$ cat config.mk
export PLATFORM = sky130hd
export DESIGN_NAME = pad_alsaqr_pwr_seq_flat
export DESIGN_NICKNAME = d
export VERILOG_FILES = /design/src/rtl/pad_alsaqr_pkg.sv /design/src/rtl/pad_alsaqr_pwr_seq_if.sv /design/src/rtl/pad_seq_timer.sv /design/src/rtl/pad_alsaqr_pwr_seq.sv /design/src/flat_wrapper.sv
export SDC_FILE = /design/constraint.sdc
export NUM_CORES = 1
export LEC_CHECK = 0
export BUFFER_PORTS_ARGS = -buffer_cell sky130_fd_sc_hd__buf_2
export CORE_MARGIN = 5
export CORE_UTILIZATION = 48
export DETAILED_ROUTE_END_ITERATION = 6
export GPL_TIMING_DRIVEN = 0
export PLACE_DENSITY = 0.76
export SLEW_MARGIN = 25
export SYNTH_ARGS = -nofsm -noshare
export SYNTH_HDL_FRONTEND = slang
export SYNTH_SLANG_ARGS = --single-unit
$ cat constraint.sdc
create_clock -name clk_i -period 2.61 [get_ports clk_i]
set_input_delay 0.1305 -clock clk_i [delete_from_list [all_inputs] [get_ports clk_i]]
set_output_delay 0.1305 -clock clk_i [all_outputs]
set_load 0.01 [all_outputs]
$ cat src/rtl/pad_alsaqr_pkg.sv
// Shared types for the pad_alsaqr bank power sequencer: FSM state encoding,
// safe pad values, and the per-pad control bundle.
package pad_alsaqr_pkg;

  // 3-bit encoding is exported unchanged on state_o for debug.
  typedef enum logic [2:0] {
    OFF       = 3'd0,
    IO_UP     = 3'd1,
    CORE_UP   = 3'd2,
    ACTIVE    = 3'd3,
    RET_ENTER = 3'd4,
    RETENTION = 3'd5,
    RET_EXIT  = 3'd6,
    PWR_DOWN  = 3'd7
  } pwr_state_e;

  // How the pad control registers update on the next edge.
  typedef enum logic [1:0] {
    PAD_HOLD = 2'd0,
    PAD_SAFE = 2'd1,
    PAD_CORE = 2'd2
  } pad_mode_e;

  localparam logic SAFE_OEN = 1'b1;  // output driver disabled
  localparam logic SAFE_I   = 1'b0;

  typedef struct packed {
    logic oen;
    logic i;
    logic puen;
  } pad_ctrl_t;

  function automatic pad_ctrl_t safe_pad(input logic puen);
    pad_ctrl_t p;
    p.oen  = SAFE_OEN;
    p.i    = SAFE_I;
    p.puen = puen;
    return p;
  endfunction

endpackage

$ cat src/rtl/pad_alsaqr_pwr_seq_if.sv
// Bundle of the core-side requests/pad-mux inputs and the pad-ring outputs
// of one pad bank. master = core/ring side, slave = the sequencer.
interface pad_alsaqr_pwr_seq_if #(
  parameter int NUM_PADS = 32
);
  logic                pwr_en_i;
  logic                ret_req_i;
  logic [NUM_PADS-1:0] core_oen_i;
  logic [NUM_PADS-1:0] core_i_i;
  logic [NUM_PADS-1:0] core_puen_i;
  logic [NUM_PADS-1:0] pad_oen_o;
  logic [NUM_PADS-1:0] pad_i_o;
  logic [NUM_PADS-1:0] pad_puen_o;
  logic                iopwrok_o;
  logic                pwrok_o;
  logic                retc_o;
  logic                ready_o;
  logic                ret_ack_o;
  logic [2:0]          state_o;

  modport master (
    output pwr_en_i, ret_req_i, core_oen_i, core_i_i, core_puen_i,
    input  pad_oen_o, pad_i_o, pad_puen_o, iopwrok_o, pwrok_o, retc_o,
           ready_o, ret_ack_o, state_o
  );

  modport slave (
    input  pwr_en_i, ret_req_i, core_oen_i, core_i_i, core_puen_i,
    output pad_oen_o, pad_i_o, pad_puen_o, iopwrok_o, pwrok_o, retc_o,
           ready_o, ret_ack_o, state_o
  );
endinterface

$ cat src/rtl/pad_seq_timer.sv
// Down-counter for the timed sequencer states. A load sets the count to
// T-1; the count then decrements to 0 and stays there, so a state that
// leaves when zero is seen lasts exactly T cycles.
module pad_seq_timer #(
  parameter int W = 5
) (
  input  logic         clk_i,
  input  logic         rst_ni,
  input  logic         load,
  input  logic [W-1:0] load_val,
  output logic         zero
);
  logic [W-1:0] cnt_reg;

  // Load has priority over the saturating decrement.
  always_ff @(posedge clk_i or negedge rst_ni) begin
    if (!rst_ni)               cnt_reg <= '0;
    else if (load)             cnt_reg <= load_val;
    else if (cnt_reg != '0)    cnt_reg <= cnt_reg - W'(1);
  end

  assign zero = (cnt_reg == '0);
endmodule

$ cat src/rtl/pad_alsaqr_pwr_seq.sv
// Power-up / power-down / retention sequencer for one bank of pad_alsaqr
// cells. Drives the bank rails and gates the core pad-mux outputs so the
// pads only follow the core while the bank is ACTIVE.
module pad_alsaqr_pwr_seq
  import pad_alsaqr_pkg::*;
#(
  parameter int   NUM_PADS   = 32,
  parameter int   T_IO_CYC   = 16,
  parameter int   T_CORE_CYC = 16,
  parameter int   T_RET_CYC  = 8,
  parameter logic SAFE_PUEN  = 1'b0
) (
  input logic                 clk_i,
  input logic                 rst_ni,
  pad_alsaqr_pwr_seq_if.slave bus
);
  localparam int T_MAX_IC = (T_IO_CYC > T_CORE_CYC) ? T_IO_CYC : T_CORE_CYC;
  localparam int T_MAX    = (T_MAX_IC > T_RET_CYC) ? T_MAX_IC : T_RET_CYC;
  localparam int CW       = $clog2(T_MAX + 1);

  localparam logic [CW-1:0] LD_IO   = CW'(T_IO_CYC - 1);
  localparam logic [CW-1:0] LD_CORE = CW'(T_CORE_CYC - 1);
  localparam logic [CW-1:0] LD_RET  = CW'(T_RET_CYC - 1);

  pwr_state_e    state_reg, state_next;
  logic          iopwrok_reg, iopwrok_next;
  logic          pwrok_reg, pwrok_next;
  logic          retc_reg, retc_next;
  logic          ready_reg, ready_next;
  logic          ret_ack_reg, ret_ack_next;
  pad_mode_e     pad_mode;
  logic          tmr_load;
  logic [CW-1:0] tmr_val;
  logic          tmr_zero;
  logic          go_down;

  pad_seq_timer #(.W(CW)) u_timer (
    .clk_i    (clk_i),
    .rst_ni   (rst_ni),
    .load     (tmr_load),
    .load_val (tmr_val),
    .zero     (tmr_zero)
  );

  // Losing pwr_en aborts every powered state except an ongoing power-down.
  assign go_down = !bus.pwr_en_i && (state_reg != OFF) && (state_reg != PWR_DOWN);

  // State and rail registers.
  always_ff @(posedge clk_i or negedge rst_ni) begin
    if (!rst_ni) begin
      state_reg   <= OFF;
      iopwrok_reg <= 1'b0;
      pwrok_reg   <= 1'b0;
      retc_reg    <= 1'b0;
      ready_reg   <= 1'b0;
      ret_ack_reg <= 1'b0;
    end else begin
      state_reg   <= state_next;
      iopwrok_reg <= iopwrok_next;
      pwrok_reg   <= pwrok_next;
      retc_reg    <= retc_next;
      ready_reg   <= ready_next;
      ret_ack_reg <= ret_ack_next;
    end
  end

  // Next state, next rail values, pad update mode and timer reloads.
  always_comb begin
    state_next   = state_reg;
    iopwrok_next = iopwrok_reg;
    pwrok_next   = pwrok_reg;
    retc_next    = retc_reg;
    ready_next   = ready_reg;
    ret_ack_next = ret_ack_reg;
    pad_mode     = PAD_HOLD;
    tmr_load     = 1'b0;
    tmr_val      = '0;

    case (state_reg)
      OFF: begin
        pad_mode = PAD_SAFE;
        if (bus.pwr_en_i) begin
          state_next   = IO_UP;
          iopwrok_next = 1'b1;
          tmr_load     = 1'b1;
          tmr_val      = LD_IO;
        end
      end
      IO_UP: begin
        pad_mode = PAD_SAFE;
        if (tmr_zero) begin
          state_next = CORE_UP;
          pwrok_next = 1'b1;
          tmr_load   = 1'b1;
          tmr_val    = LD_CORE;
        end
      end
      CORE_UP: begin
        pad_mode = PAD_SAFE;
        if (tmr_zero) begin
          state_next = ACTIVE;
          ready_next = 1'b1;
        end
      end
      ACTIVE: begin
        // The edge leaving ACTIVE for retention still captures the core
        // values; those are what the pads hold while frozen.
        pad_mode = PAD_CORE;
        if (bus.ret_req_i) begin
          state_next = RET_ENTER;
          retc_next  = 1'b1;
          ready_next = 1'b0;
          tmr_load   = 1'b1;
          tmr_val    = LD_RET;
        end
      end
      RET_ENTER: begin
        if (tmr_zero) begin
          state_next   = RETENTION;
          ret_ack_next = 1'b1;
          pwrok_next   = 1'b0;
        end
      end
      RETENTION: begin
        if (!bus.ret_req_i) begin
          state_next   = RET_EXIT;
          ret_ack_next = 1'b0;
          pwrok_next   = 1'b1;
          tmr_load     = 1'b1;
          tmr_val      = LD_CORE;
        end
      end
      RET_EXIT: begin
        if (tmr_zero) begin
          state_next = ACTIVE;
          retc_next  = 1'b0;
          ready_next = 1'b1;
        end
      end
      PWR_DOWN: begin
        pad_mode = PAD_SAFE;
        if (tmr_zero) begin
          state_next   = OFF;
          iopwrok_next = 1'b0;
        end
      end
      default: begin
        state_next = OFF;
        pad_mode   = PAD_SAFE;
      end
    endcase

    // Power removal overrides whatever the state above decided.
    if (go_down) begin
      state_next   = PWR_DOWN;
      pwrok_next   = 1'b0;
      retc_next    = 1'b0;
      ready_next   = 1'b0;
      ret_ack_next = 1'b0;
      pad_mode     = PAD_SAFE;
      tmr_load     = 1'b1;
      tmr_val      = LD_CORE;
    end
  end

  // One control register per pad: forced safe, frozen, or tracking the core.
  for (genvar gi = 0; gi < NUM_PADS; gi++) begin : g_pad
    pad_ctrl_t pad_reg;

    // Pad control update selected by the sequencer.
    always_ff @(posedge clk_i or negedge rst_ni) begin
      if (!rst_ni) begin
        pad_reg <= safe_pad(SAFE_PUEN);
      end else begin
        case (pad_mode)
          PAD_SAFE: pad_reg <= safe_pad(SAFE_PUEN);
          PAD_CORE: begin
            pad_reg.oen  <= bus.core_oen_i[gi];
            pad_reg.i    <= bus.core_i_i[gi];
            pad_reg.puen <= bus.core_puen_i[gi];
          end
          default:  pad_reg <= pad_reg;
        endcase
      end
    end

    assign bus.pad_oen_o[gi]  = pad_reg.oen;
    assign bus.pad_i_o[gi]    = pad_reg.i;
    assign bus.pad_puen_o[gi] = pad_reg.puen;
  end

  assign bus.iopwrok_o = iopwrok_reg;
  assign bus.pwrok_o   = pwrok_reg;
  assign bus.retc_o    = retc_reg;
  assign bus.ready_o   = ready_reg;
  assign bus.ret_ack_o = ret_ack_reg;
  assign bus.state_o   = state_reg;
endmodule

$ cat src/flat_wrapper.sv
// flat-port wrapper written by rule: the top's interface ports become plain ports
module pad_alsaqr_pwr_seq_flat import pad_alsaqr_pkg::*;
#(
  parameter int   NUM_PADS   = 32,
  parameter int   T_IO_CYC   = 16,
  parameter int   T_CORE_CYC = 16,
  parameter int   T_RET_CYC  = 8,
  parameter logic SAFE_PUEN  = 1'b0
)
  (clk_i, rst_ni, bus_pwr_en_i, bus_ret_req_i, bus_core_oen_i, bus_core_i_i, bus_core_puen_i, bus_pad_oen_o, bus_pad_i_o, bus_pad_puen_o, bus_iopwrok_o, bus_pwrok_o, bus_retc_o, bus_ready_o, bus_ret_ack_o, bus_state_o);
  pad_alsaqr_pwr_seq_if #(.NUM_PADS(NUM_PADS)) bus_i ();
  input logic clk_i;
  input logic rst_ni;
  input wire logic [$bits(bus_i.pwr_en_i)-1:0] bus_pwr_en_i;
  input wire logic [$bits(bus_i.ret_req_i)-1:0] bus_ret_req_i;
  input wire logic [$bits(bus_i.core_oen_i)-1:0] bus_core_oen_i;
  input wire logic [$bits(bus_i.core_i_i)-1:0] bus_core_i_i;
  input wire logic [$bits(bus_i.core_puen_i)-1:0] bus_core_puen_i;
  output wire logic [$bits(bus_i.pad_oen_o)-1:0] bus_pad_oen_o;
  output wire logic [$bits(bus_i.pad_i_o)-1:0] bus_pad_i_o;
  output wire logic [$bits(bus_i.pad_puen_o)-1:0] bus_pad_puen_o;
  output wire logic [$bits(bus_i.iopwrok_o)-1:0] bus_iopwrok_o;
  output wire logic [$bits(bus_i.pwrok_o)-1:0] bus_pwrok_o;
  output wire logic [$bits(bus_i.retc_o)-1:0] bus_retc_o;
  output wire logic [$bits(bus_i.ready_o)-1:0] bus_ready_o;
  output wire logic [$bits(bus_i.ret_ack_o)-1:0] bus_ret_ack_o;
  output wire logic [$bits(bus_i.state_o)-1:0] bus_state_o;
  assign bus_i.pwr_en_i = bus_pwr_en_i;
  assign bus_i.ret_req_i = bus_ret_req_i;
  assign bus_i.core_oen_i = bus_core_oen_i;
  assign bus_i.core_i_i = bus_core_i_i;
  assign bus_i.core_puen_i = bus_core_puen_i;
  assign bus_pad_oen_o = bus_i.pad_oen_o;
  assign bus_pad_i_o = bus_i.pad_i_o;
  assign bus_pad_puen_o = bus_i.pad_puen_o;
  assign bus_iopwrok_o = bus_i.iopwrok_o;
  assign bus_pwrok_o = bus_i.pwrok_o;
  assign bus_retc_o = bus_i.retc_o;
  assign bus_ready_o = bus_i.ready_o;
  assign bus_ret_ack_o = bus_i.ret_ack_o;
  assign bus_state_o = bus_i.state_o;
  pad_alsaqr_pwr_seq #(.NUM_PADS(NUM_PADS), .T_IO_CYC(T_IO_CYC), .T_CORE_CYC(T_CORE_CYC), .T_RET_CYC(T_RET_CYC), .SAFE_PUEN(SAFE_PUEN)) u_core (.clk_i(clk_i), .rst_ni(rst_ni), .bus(bus_i));
endmodule
## Word level (Yosys, flattened, before mapping)

Index checks and enable logic that the tools add are counted.
W data, S select, Z words.

| storage, ports and cells | value |
|---|---|
| bits in registers | 109 |
| input bits | 100 |
| output and inout bits | 104 |
| logic and storage cells | 219 |

| operators by class | value |
|---|---|
| $add $sub $neg | 1 |
| equality and inequality tests | 20 |
| multiplexer cells | 73 |
| reductions and logical operators | 22 |

Operators by type and width:

| cell | number |
|---|---|
| $pmux W3 S2 | 32 |
| $mux W3 | 9 |
| $pmux W3 S7 | 1 |
| $pmux W5 S4 | 1 |
| $mux W1 | 16 |
| $mux W5 | 3 |
| $ne A3 B1 Y1 const B | 5 |
| $eq A3 B3 Y1 const B | 4 |
| $mux W4 | 3 |
| $reduce_and A3 Y1 | 4 |
| $reduce_bool A3 Y1 | 4 |
| $ne A3 B2 Y1 const B | 3 |
| $pmux W1 S2 | 4 |
| $reduce_and A7 Y1 | 1 |
| $eq A3 B2 Y1 const B | 2 |
| $reduce_bool A2 Y1 | 3 |
| $logic_not A5 Y1 | 1 |
| $reduce_bool A5 Y1 | 1 |
| $sub A5 B1 Y5 const B | 1 |
| $pmux W1 S4 | 1 |
| $pmux W2 S2 | 1 |
| $reduce_and A4 Y1 | 1 |
| $reduce_bool A4 Y1 | 1 |
| $reduce_or A4 Y1 | 1 |
| 12 further kinds | 13 |

## Longest topological paths before layout

| logic depth | value |
|---|---|
| word-level depth | 6 |
| depth in mapped cells | 10 |
| mapped depth without buffers | 6 |

## Hierarchy

A second synthesis with hierarchy kept.

| second synthesis, totals | value |
|---|---|
| cells, all modules | 529 |
| area total of the unflattened synthesis | 4,853.4 µm² |

Modules (own cells, without submodules):

| module | instances | cells each | area each (µm²) |
|---|---|---|---|
| pad_alsaqr_pwr_seq | 1 | 502 | 4,574.4 |
| pad_seq_timer | 1 | 27 | 279.0 |

## Least setup slack after synthesis

No wires, ideal clock.

| timing path | value |
|---|---|
| path type | register to register |
| from | reg u_core.state_reg[2] (netlist: u_core.bus.state_o[2]) |
| to | reg u_core.g_pad[28].pad_reg, in the netlist u_core.bus.pad_i_o[28] |
| setup time | 0.083 ns |
| arrival time | 2.309 ns |
| setup slack | 0.219 ns |
| cell stages (with the launch flop) | 11 |
| buffers on the path | 5 |
| period minus slack after synthesis | 2.391 ns |
| path through | dfrtp_1 > buf_2 > buf_2 > xor2_1 > nor2_1 > ha_1 > clkbuf_1 > clkbuf_1 > buf_1 > nand2_1 > o21ai_0 |

| on the way | value |
|---|---|
| word-level cells in the longest chain between the ends | 6 |
| elaborated cells on any way between the ends | 16 |
| classes of those cells | eq/ne (7); mux (3); reduce/logical (6) |

Ends and longest elaborated chain:

| what | line | source |
|---|---|---|
| start, declared | pad_alsaqr_pwr_seq.sv:25 | `pwr_state_e state_reg, state_next;` |
| start signal, assigned | pad_alsaqr_pwr_seq.sv:58 | `state_reg <= state_next;` |
| $eq A3 B1 Y1, or another cell as far along | pad_alsaqr_pwr_seq.sv:79 | `case (state_reg)` |
| $reduce_or A4 Y1 (no source line) / $logic_and A1 B1 Y1 (equally long branches) | -- |  |
| $pmux W2 S2 / $logic_and A1 B1 Y1 (equally long branches) | pad_alsaqr_pwr_seq.sv:79, pad_alsaqr_pwr_seq.sv:46 |  |
| $mux W2 (*) | pad_alsaqr_pwr_seq.sv:154 | `if (go_down) begin` |
| $eq A2 B2 Y1 / $eq A2 B1 Y1 (equally long branches) | pad_alsaqr_pwr_seq.sv:175 | `case (pad_mode)` |
| $pmux W3 S2 / $reduce_bool A2 Y1 (equally long branches) | -- |  |
| end signal, assigned | pad_alsaqr_pwr_seq.sv:173 | `pad_reg <= safe_pad(SAFE_PUEN);` |
| end signal, assigned | pad_alsaqr_pwr_seq.sv:176 | `PAD_SAFE: pad_reg <= safe_pad(SAFE_PUEN);` |
| end signal, assigned | pad_alsaqr_pwr_seq.sv:182 | `default: pad_reg <= pad_reg;` |
| end, declared | pad_alsaqr_pwr_seq.sv:168 | `pad_ctrl_t pad_reg;` |

Mark *: on every way between the ends. The rest lies on a longest branch, timed or not.
A chain may end at the register's enable or synchronous reset.

## Final worst setup path

| timing path | value |
|---|---|
| from | reg u_core.state_reg[2] (netlist: u_core.bus.state_o[2]) |
| to | reg u_core.g_pad[25].pad_reg, in the netlist u_core.bus.pad_oen_o[25] |

| on the way | value |
|---|---|
| word-level cells in the longest chain between the ends | 6 |
| elaborated cells on any way between the ends | 16 |
| classes of those cells | eq/ne (7); mux (3); reduce/logical (6) |

Ends and longest elaborated chain:

| what | line |
|---|---|
| $eq A3 B1 Y1, or another cell as far along | pad_alsaqr_pwr_seq.sv:79 |
| $reduce_or A4 Y1 (no source line) / $logic_and A1 B1 Y1 (equally long branches) | -- |
| $pmux W2 S2 / $logic_and A1 B1 Y1 (equally long branches) | pad_alsaqr_pwr_seq.sv:79, pad_alsaqr_pwr_seq.sv:46 |
| $mux W2 (*) | pad_alsaqr_pwr_seq.sv:154 |
| $eq A2 B2 Y1 / $eq A2 B1 Y1 (equally long branches) | pad_alsaqr_pwr_seq.sv:175 |
| $pmux W3 S2 / $reduce_bool A2 Y1 (equally long branches) | -- |
| end signal, assigned | pad_alsaqr_pwr_seq.sv:173 |
| end signal, assigned | pad_alsaqr_pwr_seq.sv:176 |
| end signal, assigned | pad_alsaqr_pwr_seq.sv:182 |
| end, declared | pad_alsaqr_pwr_seq.sv:168 |

Marked as above.

==> results.toml <==
[worst_setup_path]
critPathLaunchType = "register"
endpoint_kind = "register"
critical_path_peak_fanout = 12
timing.setup.critical_path_class = "register to register"
worst-endpoint-required_ns = 2.91
worst-endpoint-arrival_ns = 2.67

[cts]
cts.root.buffer_cell = "sky130_fd_sc_hd__clkbuf_8"
numCtsBuffers = 9
cts_tree = "built"
clkTransAtPathRegs_ns = 0.10
clock_sinks = 109
ctsLongestPathBuffers = 2
post_cts_buffers = 0
insertion_delay_ns = 0.38
cts_max_level = 3

[final_layout]
multi_input_area_um2 = 1800
n_fill_cell = 751
finalNonFillerCells = 966
final_layout_size_suffix_gt1_frac = 0.337
finalNetCount = 929
seqCellArea_um2 = 2770
area.growth.synth_to_final_pct = 47.3

[floorplan]
num_rows = 36
coreArea_um2 = 9820
die_h_um = 111
die_width_um = 111
fp.dieArea_um2 = 12200
i_o_pin_count = 204
initial_core_util = 0.495

[place]
place.gp.congestion = 0.858
post_dp_hpwl_mm = 10.6
placed_cells_incl_taps = 868
placement.io_buffers = 203
worst_slack_after_detailed_placement_ns = -0.734

[synthesis]
synth_seq_area_share = 0.569
netlist_area_um2 = 4860
synthesis.instances = 531
top_reg_cell_synth = "sky130_fd_sc_hd__dfrtp_1"
syn-mean-instance-area_um2 = 9.16
synthesis.nets = 633
async_flop_share = 1.00
ys_warn_count = 0
synth_top_area_cells = "sky130_fd_sc_hd__dfrtp_1 (40%), sky130_fd_sc_hd__dfstp_2 (17%), sky130_fd_sc_hd__nand2_1 (11%), sky130_fd_sc_hd__o21ai_0 (7.1%), sky130_fd_sc_hd__nor3b_1 (4.9%)"
netlist_top_cells_count = "sky130_fd_sc_hd__nand2_1 (141), sky130_fd_sc_hd__dfrtp_1 (77), sky130_fd_sc_hd__o21ai_0 (69)"
synth_edf_count = 0
netlist-cell-type-count = 47
synth-seq-cells = 109
share_of_yosys_cell_area_claimed_by_the_top_area_cell_type = 0.396
synthMostInstantiatedCell = "sky130_fd_sc_hd__nand2_1"
synth_top_cell_by_area = "sky130_fd_sc_hd__dfrtp_1"

[global_route]
global_route_wire_length_before_repair_mm = 25.8
groute.usage.overall = 0.257
globalRouteOverflowTotal = 0
grt_antenna_before_repair = 1
grt_start_max_net_pins = 62
grt_pass1_vias = 5284

[power_and_ir_drop]
total_power_uw = 5020
power_per_cell_area_nw_per_um2 = 701
ir_worst_vdd_mv = 0.497
power_leakage_uw = 0.00358

[timing]
max_freq_ghz = 0.423
finClkSkew_ns = 0.0192
hold_violations = 0
final_min_period_over_clock_period = 0.906
number_of_setup_violations_in_the_final_report = 0
slew_at_the_pin_with_the_worst_max_slew_slack_ns = 0.607
slew_viol_final = 0
timing.hold.ws_ns = 0.0163
timing.max_slew.rel_slack = 0.594
final.setup.worst_slack_ns = 0.244
timing.final.crit_period_ns = 2.37
grt_setup_unrepaired = "false"

[job]
drv_cap = 0

[min_path]
hold_path_class = "primary input to register"

[drt]
detail-route-antenna-nets = 0
drt_iter0_markers = 283
total_detailed_routing_wirelength_mm = 15.6
drcViolationCount = 0
vias_per_cell = 5.12
num_vias = 4949
detailedRoute.firstPassIterationCount = 5
wire_per_inst_um = 16.2

[status]
outcome = "finished, final reports clean"
## layout make-up
class,instances,area share
clock inverters,6,0.0126
multi-input cells,344,0.252
repair buffers,287,0.263
plain buffers,38,0.0250
flip-flops and latches,109,0.387
inverters,38,0.0199
diodes,1,0.000349
clock buffers,10,0.0178
well taps,133,0.0232
## metrics by stage
stage	instance area, µm²	util	setup TNS (ns)
finish	7160	0.729	0
CTS	7150	0.728	0
global placement	6050	0.616	-51.26
floorplan	4860	-	0
global route	7160	0.729	0
detailed placement	6080	0.619	-50.46
## repair_timing
item | in CTS | in global routing
hold endpoints to repair | 117 | 0
resized for setup | 18 | 4
setup endpoints to repair | 96 | 91
hold buffers | 83 | 0
## layer usage
layer,global-route usage,vias to the layer above,wire length [µm],share of wire
met3,0.0813,49,1120,0.072
met4,0.115,0,598,0.038
met5,0,-,0,0
met2,0.422,218,7690,0.49
li1,-,2343,-,-
met1,0.309,2339,6210,0.40
## cell families after synthesis
kind of cell | count (synthesis) | share of synthesized area
XOR/XNOR | 2 | 0.00360
multiplexers | 1 | 0.00232
AND/OR/NAND/NOR | 207 | 0.207
AO/OA/AOI/OAI | 132 | 0.150
adder cells (fa/ha/maj) | 2 | 0.00514
buffers and inverters | 78 | 0.0625
flip-flops | 109 | 0.569
## power by group
| group | internal [µW] | switching, µW | total [µW] | leakage, µW |
|---|---|---|---|---|
| Combinational | 654 | 1300 | 1950 | 0.00209 |
| Clock | 548 | 576 | 1120 | 0.000109 |
| Sequential | 1820 | 123 | 1950 | 0.00138 |
| Total | 3030 | 2000 | 5020 | 0.00358 |
## cells in the final DEF (no fill, tap or decap), types with 2 or more instances in the layout
| cell | instances |
|---|---|
| sky130_fd_sc_hd__nor2_1 | 11 |
| sky130_fd_sc_hd__o21ai_1 | 6 |
| sky130_fd_sc_hd__a32oi_1 | 2 |
| sky130_fd_sc_hd__dfstp_2 | 32 |
| sky130_fd_sc_hd__clkbuf_4 | 2 |
| sky130_fd_sc_hd__dfrtp_1 | 76 |
| sky130_fd_sc_hd__clkbuf_2 | 12 |
| sky130_fd_sc_hd__buf_2 | 207 |
| sky130_fd_sc_hd__a21oi_1 | 37 |
| sky130_fd_sc_hd__bufinv_16 | 2 |
| sky130_fd_sc_hd__clkbuf_1 | 18 |
| sky130_fd_sc_hd__buf_6 | 2 |
| sky130_fd_sc_hd__nor3_1 | 3 |
| sky130_fd_sc_hd__and3_1 | 2 |
| sky130_fd_sc_hd__dlygate4sd3_1 | 83 |
| sky130_fd_sc_hd__nand2_1 | 141 |
| sky130_fd_sc_hd__clkbuf_8 | 9 |
| sky130_fd_sc_hd__xor2_1 | 2 |
| sky130_fd_sc_hd__a21o_1 | 2 |
| sky130_fd_sc_hd__and2_1 | 3 |
| sky130_fd_sc_hd__nand4_4 | 2 |
| sky130_fd_sc_hd__inv_1 | 38 |
| sky130_fd_sc_hd__or3_1 | 3 |
| sky130_fd_sc_hd__o211ai_1 | 3 |
| sky130_fd_sc_hd__o21ai_0 | 69 |
| sky130_fd_sc_hd__inv_6 | 3 |
| sky130_fd_sc_hd__nor3b_1 | 32 |
## final timing paths
check	from	to	slack [ns]	depth (start not counted)
hold / removal	bus_core_puen_i[8]	u_core.bus.pad_puen_o[8]	0.02	3
setup reg to reg	u_core.bus.state_o[2]	u_core.bus.pad_oen_o[25]	0.24	8
min in group asynchronous	rst_ni	u_core.bus.pad_puen_o[30]	0.30	2
hold reg to reg	u_core.bus.pad_oen_o[19]	u_core.bus.pad_oen_o[19]	0.47	2
max in group asynchronous	rst_ni	u_core.bus.pad_oen_o[1]	1.62	3
setup / recovery	u_core.bus.state_o[2]	u_core.bus.pad_oen_o[25]	0.24	8
## worst max-delay path: stages (launching register included)
cell and delay (ns):
sky130_fd_sc_hd__dfrtp_2 0.46, sky130_fd_sc_hd__buf_2 0.23, sky130_fd_sc_hd__buf_2 0.26, sky130_fd_sc_hd__xor2_1 0.17, sky130_fd_sc_hd__nor2_1 0.08, sky130_fd_sc_hd__ha_4 0.38, sky130_fd_sc_hd__clkbuf_4 0.26, sky130_fd_sc_hd__clkbuf_2 0.32
sky130_fd_sc_hd__a21oi_1 0.14
No activity file was read; power rests on OpenSTA's default activity.
